==> config.mk <==
export PLATFORM = sky130hd
export DESIGN_NAME = apb_slave_regfile
export DESIGN_NICKNAME = d
export VERILOG_FILES = /design/src/rtl/apb_pkg.sv /design/src/rtl/apb_regfile.sv /design/src/rtl/apb_slave_regfile.sv
export SDC_FILE = /design/constraint.sdc
export NUM_CORES = 1
export LEC_CHECK = 0
export CORE_MARGIN = 8
export CORE_UTILIZATION = 45
export DETAILED_ROUTE_END_ITERATION = 6
export GPL_ROUTABILITY_DRIVEN = 0
export PLACE_DENSITY_LB_ADDON = 0.08
export RECOVER_POWER = 50
export SLEW_MARGIN = 10
export SYNTH_ARGS = -nofsm -noshare
export SYNTH_HDL_FRONTEND = slang
export SYNTH_SLANG_ARGS = --single-unit
==> constraint.sdc <==
create_clock -name clk -period 5.58 [get_ports clk]
set_input_delay 1.116 -clock clk [delete_from_list [all_inputs] [get_ports clk]]
set_output_delay 1.116 -clock clk [all_outputs]
set_load 0.02 [all_outputs]
==> src/rtl/apb_pkg.sv <==
// -----------------------------------------------------------------------------
// apb_pkg
//   Shared types and helpers for the APB completer register file.
//   - apb_slv_state_t   : completer FSM states (IDLE, ACCESS)
//   - apb_addr_in_range : true when a word address selects an implemented register
// -----------------------------------------------------------------------------
package apb_pkg;

   typedef enum logic [0:0] {
      IDLE   = 1'b0,
      ACCESS = 1'b1
   } apb_slv_state_t;

   // Callers zero-extend their address to 32 bits before calling.
   function automatic logic apb_addr_in_range(input logic [31:0] addr,
                                              input int unsigned num_regs);
      return addr < num_regs;
   endfunction

endpackage

==> src/rtl/apb_regfile.sv <==
// -----------------------------------------------------------------------------
// apb_regfile
//   NUM_REGS x WIDTH register array with one synchronous write port and one
//   combinational read port. Addresses outside 0..NUM_REGS-1 hit nothing:
//   writes are dropped and reads return 0.
// Ports
//   clk, rst  : clock, asynchronous active-high reset (clears every register)
//   we        : write enable
//   wr_addr   : write word address
//   wr_data   : write data
//   rd_addr   : read word address
//   rd_data   : read data (combinational)
//   reg_q     : flattened register contents, reg i at [i*WIDTH +: WIDTH]
// -----------------------------------------------------------------------------
module apb_regfile #(
   parameter int WIDTH    = 8,
   parameter int NUM_REGS = 16
) (
   input  logic                      clk,
   input  logic                      rst,
   input  logic                      we,
   input  logic [WIDTH-1:0]          wr_addr,
   input  logic [WIDTH-1:0]          wr_data,
   input  logic [WIDTH-1:0]          rd_addr,
   output logic [WIDTH-1:0]          rd_data,
   output logic [WIDTH*NUM_REGS-1:0] reg_q
);

   // Packed so that reg i lands at [i*WIDTH +: WIDTH] of the flat view.
   logic [NUM_REGS-1:0][WIDTH-1:0] regs_q;
   logic [NUM_REGS-1:0][WIDTH-1:0] regs_d;

   // Decoding with an equality per entry keeps out-of-range addresses from
   // ever indexing the array.
   always_comb begin
      // NOTE: every combinational output gets a default before any branch, so no latch can be inferred.
      regs_d  = regs_q;
      rd_data = '0;
      for (int i = 0; i < NUM_REGS; i++) begin
         if (we && (wr_addr == WIDTH'(i))) begin
            regs_d[i] = wr_data;
         end
         if (rd_addr == WIDTH'(i)) begin
            rd_data = regs_q[i];
         end
      end
   end

   // NOTE: this array is plain flops, not RAM; reset clears it because software relies on zeroed registers after reset.
   always_ff @(posedge clk or posedge rst) begin
      if (rst) begin
         regs_q <= '0;
      end else begin
         // NOTE: sequential state uses non-blocking assignment so every flop samples pre-edge values.
         regs_q <= regs_d;
      end
   end

   assign reg_q = regs_q;

endmodule

==> src/rtl/apb_slave_regfile.sv <==
// -----------------------------------------------------------------------------
// apb_slave_regfile
//   APB completer fronting a NUM_REGS x WIDTH register bank, inserting
//   WAIT_CYCLES PREADY-low cycles in each access phase.
// Ports
//   clk, rst  : clock, asynchronous active-high reset
//   PSEL      : completer select
//   PENABLE   : access-phase strobe
//   PWRITE    : 1 = write, 0 = read
//   PADDR     : register word address
//   PWDATA    : write data
//   PRDATA    : read data, nonzero only in the PREADY cycle of a read
//   PREADY    : transfer-complete strobe
//   PSLVERR   : error response for out-of-range addresses
//   reg_q     : flattened register contents, reg i at [i*WIDTH +: WIDTH]
// Configuration
//   APB_SLV_PSLVERR_EN : when defined, out-of-range transfers complete with
//                        PSLVERR=1; otherwise PSLVERR is tied 0.
// -----------------------------------------------------------------------------
module apb_slave_regfile
   import apb_pkg::*;
#(
   parameter int WIDTH       = 8,
   parameter int NUM_REGS    = 16,
   parameter int WAIT_CYCLES = 1
) (
   input  logic                      clk,
   input  logic                      rst,
   input  logic                      PSEL,
   input  logic                      PENABLE,
   input  logic                      PWRITE,
   input  logic [WIDTH-1:0]          PADDR,
   input  logic [WIDTH-1:0]          PWDATA,
   output logic [WIDTH-1:0]          PRDATA,
   output logic                      PREADY,
   output logic                      PSLVERR,
   output logic [WIDTH*NUM_REGS-1:0] reg_q
);

   // At least one bit so WAIT_CYCLES=0 still yields a legal vector.
   localparam int CNT_W = (WAIT_CYCLES > 1) ? $clog2(WAIT_CYCLES + 1) : 1;

   apb_slv_state_t   state_q, state_d;
   logic [CNT_W-1:0] cnt_q,   cnt_d;
   logic [WIDTH-1:0] addr_q,  addr_d;
   logic [WIDTH-1:0] wdata_q, wdata_d;
   logic             write_q, write_d;

   logic             pready;
   logic             in_range;
   logic             reg_we;
   logic [WIDTH-1:0] rd_data;

   // Next-state logic. The transfer fields are captured in the setup phase
   // and held, so bus changes during ACCESS have no effect.
   always_comb begin
      state_d = state_q;
      cnt_d   = cnt_q;
      addr_d  = addr_q;
      wdata_d = wdata_q;
      write_d = write_q;
      pready  = 1'b0;
      case (state_q)
         IDLE: begin
            // PENABLE already high here is a protocol violation and is ignored.
            if (PSEL && !PENABLE) begin
               addr_d  = PADDR;
               wdata_d = PWDATA;
               write_d = PWRITE;
               cnt_d   = CNT_W'(WAIT_CYCLES);
               state_d = ACCESS;
            end
         end
         ACCESS: begin
            if (!PSEL) begin
               // Master abandoned the transfer: no completion, no write.
               state_d = IDLE;
            end else if (PENABLE) begin
               if (cnt_q != '0) begin
                  cnt_d = cnt_q - CNT_W'(1);
               end else begin
                  pready  = 1'b1;
                  state_d = IDLE;
               end
            end
         end
      endcase
   end

   always_ff @(posedge clk or posedge rst) begin
      if (rst) begin
         state_q <= IDLE;
         cnt_q   <= '0;
         addr_q  <= '0;
         wdata_q <= '0;
         write_q <= 1'b0;
      end else begin
         state_q <= state_d;
         cnt_q   <= cnt_d;
         addr_q  <= addr_d;
         wdata_q <= wdata_d;
         write_q <= write_d;
      end
   end

   assign in_range = apb_addr_in_range(32'(addr_q), NUM_REGS);
   assign reg_we   = pready && write_q && in_range;

   apb_regfile #(
      .WIDTH    (WIDTH),
      .NUM_REGS (NUM_REGS)
   ) u_regfile (
      .clk     (clk),
      .rst     (rst),
      .we      (reg_we),
      .wr_addr (addr_q),
      .wr_data (wdata_q),
      .rd_addr (addr_q),
      .rd_data (rd_data),
      .reg_q   (reg_q)
   );

   // PREADY derives from flopped state, so reset drops it without waiting for a clock.
   assign PREADY = pready;
   assign PRDATA = (pready && !write_q && in_range) ? rd_data : '0;

`ifdef APB_SLV_PSLVERR_EN
   assign PSLVERR = pready && !in_range;
`else
   assign PSLVERR = 1'b0;
`endif

endmodule

==> results.txt <==
status -> finished with violations
failing checks -> capacitance limit, slew limit
Startpoint Class -> primary input
Final Skew -> 0.01035 ns
Synth cell types -> 50
clock buffer count from CTS -> 17
I/O Buffers -> 157
Arr. time, crit path -> 3.82 ns
Critical Path, Cell by Cell -> dlygate4sd3_1 -> nand2_1 -> or4_1 -> a21oi_1 -> o21a_1 -> nand3_1 -> o21ai_1 -> clkdlybuf4s50_1
yosys warns -> 0
Post-Route WL -> 24,500 microns
largest family of logic cells by synthesized area -> multiplexers
Std-Cell Core Area -> 15,260 sq um
measured slew at the worst slew-check pin -> 2.315 ns
antenna violations before repair -> 0
post_cts resized -> 0
DR DRC count -> 0
# diodes -> 0
Pre-antenna DRT Iters -> 6
share of cells above drive strength 1 -> 0.2584
EDFF count, synth -> 0
HPWL Detailed -> 16,910 microns
CTS root buf -> clkbuf_16
pwr dens -> 278.9 nW/um^2
die area -> 19,910 sq um
largest cells by area after synthesis -> dfrtp_1 52%, mux2_2 23%, o21ai_0 2.3%, nor2_1 2.3%, nand2_1 1.9%
All-Layer GR Usage -> 0.2497
type of the tightest min-delay check -> flip-flop to flip-flop
synth-to-layout area growth -> 33.85%
Synth Area in XOR/XNOR -> 0
TritonCTS clock tree -> built
Syn Nets -> 626
Std-Cell Rows -> 45
Pleak -> 4.341 nW
Buffers & Inverters on Critical Path -> 2
Synth Register Bits -> 147
Critical-path top delay cell -> or4_1
Synth area leader -> dfrtp_1
fmax -> 202.6 MHz
slowest stage delay, CP -> 0.74 ns
fin. max-slew vios -> 109
Fillers -> 1,270
Mapped Cells -> 605
Setup TNS -> 0 ns
clock buffer depth -> 2
Crit Path Max Fanout -> 8
RSZ-0062 raised after global routing -> no
post-synthesis adder-cell area fraction -> 0
mux contribution to synthesized area -> 0.2391
asr flop ratio synth -> 1.000
Slew HR -> -0.5430
Power Total -> 2.630 mW
final worst slack -> 0.6447 ns
Top FF cell, synth -> dfrtp_1
Initial Util -> 0.4617
Synth top area share -> 0.5222
H-tree Lvls -> 4
Worst-Skew Late Latency -> 0.42 ns
Netlist Area Pre-Place -> 7044 sq um
I/O Pins -> 159
antenna-violating nets left -> 0
crit path kind -> primary input to output pin
simple-gate portion of the synthesized area -> 0.09272
most common cell after layout, fill and taps aside -> dfrtp_1
Nets -> 779
CTS clock-pin slew for the worst setup and hold paths -> 0.06 ns
most frequent cells in the layout -> 147 x dfrtp_1, 146 x mux2_2, 91 x dlygate4sd3_1
endpoint type of the worst setup path -> output pin
dpl ws -> 0.7804 ns
Die X-Extent -> 141.1 microns
Worst EP required -> 4.46 ns
largest net degree at the start of global routing -> 109
first-pass GRT wire length -> 37,850 microns
Final Critical Period -> 4.935 ns
Synth Area in Compound Gates -> 0.1217
Seq/Total Area, Yosys -> 0.5222
vias in the first global route -> 6,183
Hold Vio Cnt, Final -> 0
syn avg cell area -> 11.64 sq um
Iteration-0 DRC Markers -> 740
setup bufs post-CTS -> 0
maximum VDD drop -> 0.2252 mV
cts hold-fix bufs -> 0
WL/cell -> 24.98 microns
Via Count -> 6,065
Die Y -> 141.1 microns
Clock Sinks -> 147
Final Setup Violations -> 0
vias per std cell -> 6.182
max-cap viol count -> 1
Worst path top cell family by delay -> buffers and inverters
aggregate global routing overflow -> 0
period utilization -> 0.8845
-- logic make-up after synthesis --
family                 count (synthesis)
muxes                                150
DFF                                  147
AOI/OAI and AO/OA                    133
and+or+nand+nor                      132
buffers and inverters                 42
other                                  1
-- registers in the layout (all words and copies together) (netlist names) --
name,flops
u_regfile.reg_q,128
wdata_q,8
write_q,1
addr_q,8
cnt_q,1
state_q,1
-- path summary, 6_finish.rpt --
| path | from | depth (start not counted) | to | slack (ns) |
|---|---|---|---|---|
| min in group asynchronous | rst | 2 | u_regfile.reg_q[45]$_DFFE_PP0P_ | 1.87 |
| max reg2reg | addr_q[0]$_DFFE_PP0P_ | 4 | u_regfile.reg_q[44]$_DFFE_PP0P_ | 2.43 |
| min reg2reg | u_regfile.reg_q[16]$_DFFE_PP0P_ | 1 | u_regfile.reg_q[16]$_DFFE_PP0P_ | 0.53 |
| min | u_regfile.reg_q[16]$_DFFE_PP0P_ | 1 | u_regfile.reg_q[16]$_DFFE_PP0P_ | 0.53 |
| max | PSEL | 8 | PRDATA[5] | 0.64 |
| max in group asynchronous | rst | 3 | addr_q[1]$_DFFE_PP0P_ | 2.20 |
-- synthesized netlist by cell type (2+ instances only) --
master     instances
a221oi_1           5
a211oi_1           5
nor2_1            43
nor2b_1            8
nand2b_1           6
inv_1              4
dfrtp_1          147
mux2_2           146
o32ai_1            2
nand2_1           35
a2bb2oi_1          4
nor3_1             3
o2bb2ai_1          2
nor4_1             5
nor3b_1            2
buf_1              8
a21oi_1           25
or3_1              2
o22ai_1           13
or4_1              3
nor4b_1            2
o21a_1             2
o221ai_1           4
mux2i_1            4
a31oi_1            9
clkbuf_1          24
a32oi_1            2
o211ai_1           7
nand3_1            8
a22o_1             2
nor3_2             5
nand3b_1           2
o21ai_0           33
a22oi_1           11
nor2_2             3
buf_2              5
-- power breakdown --
group	switching (mW)	total, mW	internal, mW
combinational	0.170	0.279	0.109
sequential	0.116	1.21	1.09
clock	0.440	1.14	0.702
-- per-layer routing --
metal / routed length, microns / global-route usage
met5: 0 / 0
met4: 691 / 0.08767
met3: 2538 / 0.07866
met2: 11300 / 0.3901
met1: 9971 / 0.3208
-- through the flow --
step / instance area (sq um) / hold WS, ns / util / std cells
2_1_floorplan: 7044 / 0.4819 / - / 605
3_3_place_gp: 8850 / 0.5101 / 0.5800 / 950
3_5_place_dp: 8850 / 0.5229 / 0.5800 / 950
4_1_cts: 9439 / 0.5420 / 0.6186 / 981
5_1_grt: 9429 / 0.5537 / 0.6180 / 981
6_report: 9429 / 0.5288 / 0.6180 / 981
-- layout make-up --
cell class | count | area (sq um) | area share
clock buffer | 23 | 488.0 | 0.05175
timing repair buffer | 172 | 1680 | 0.1782
multi-input combinational | 416 | 3198 | 0.3392
inverter | 4 | 18.77 | 0.001990
tap | 211 | 264.0 | 0.02800
sequential | 147 | 3679 | 0.3901
clock inverter | 8 | 101.3 | 0.01075
(Power assumes the default switching activity.)
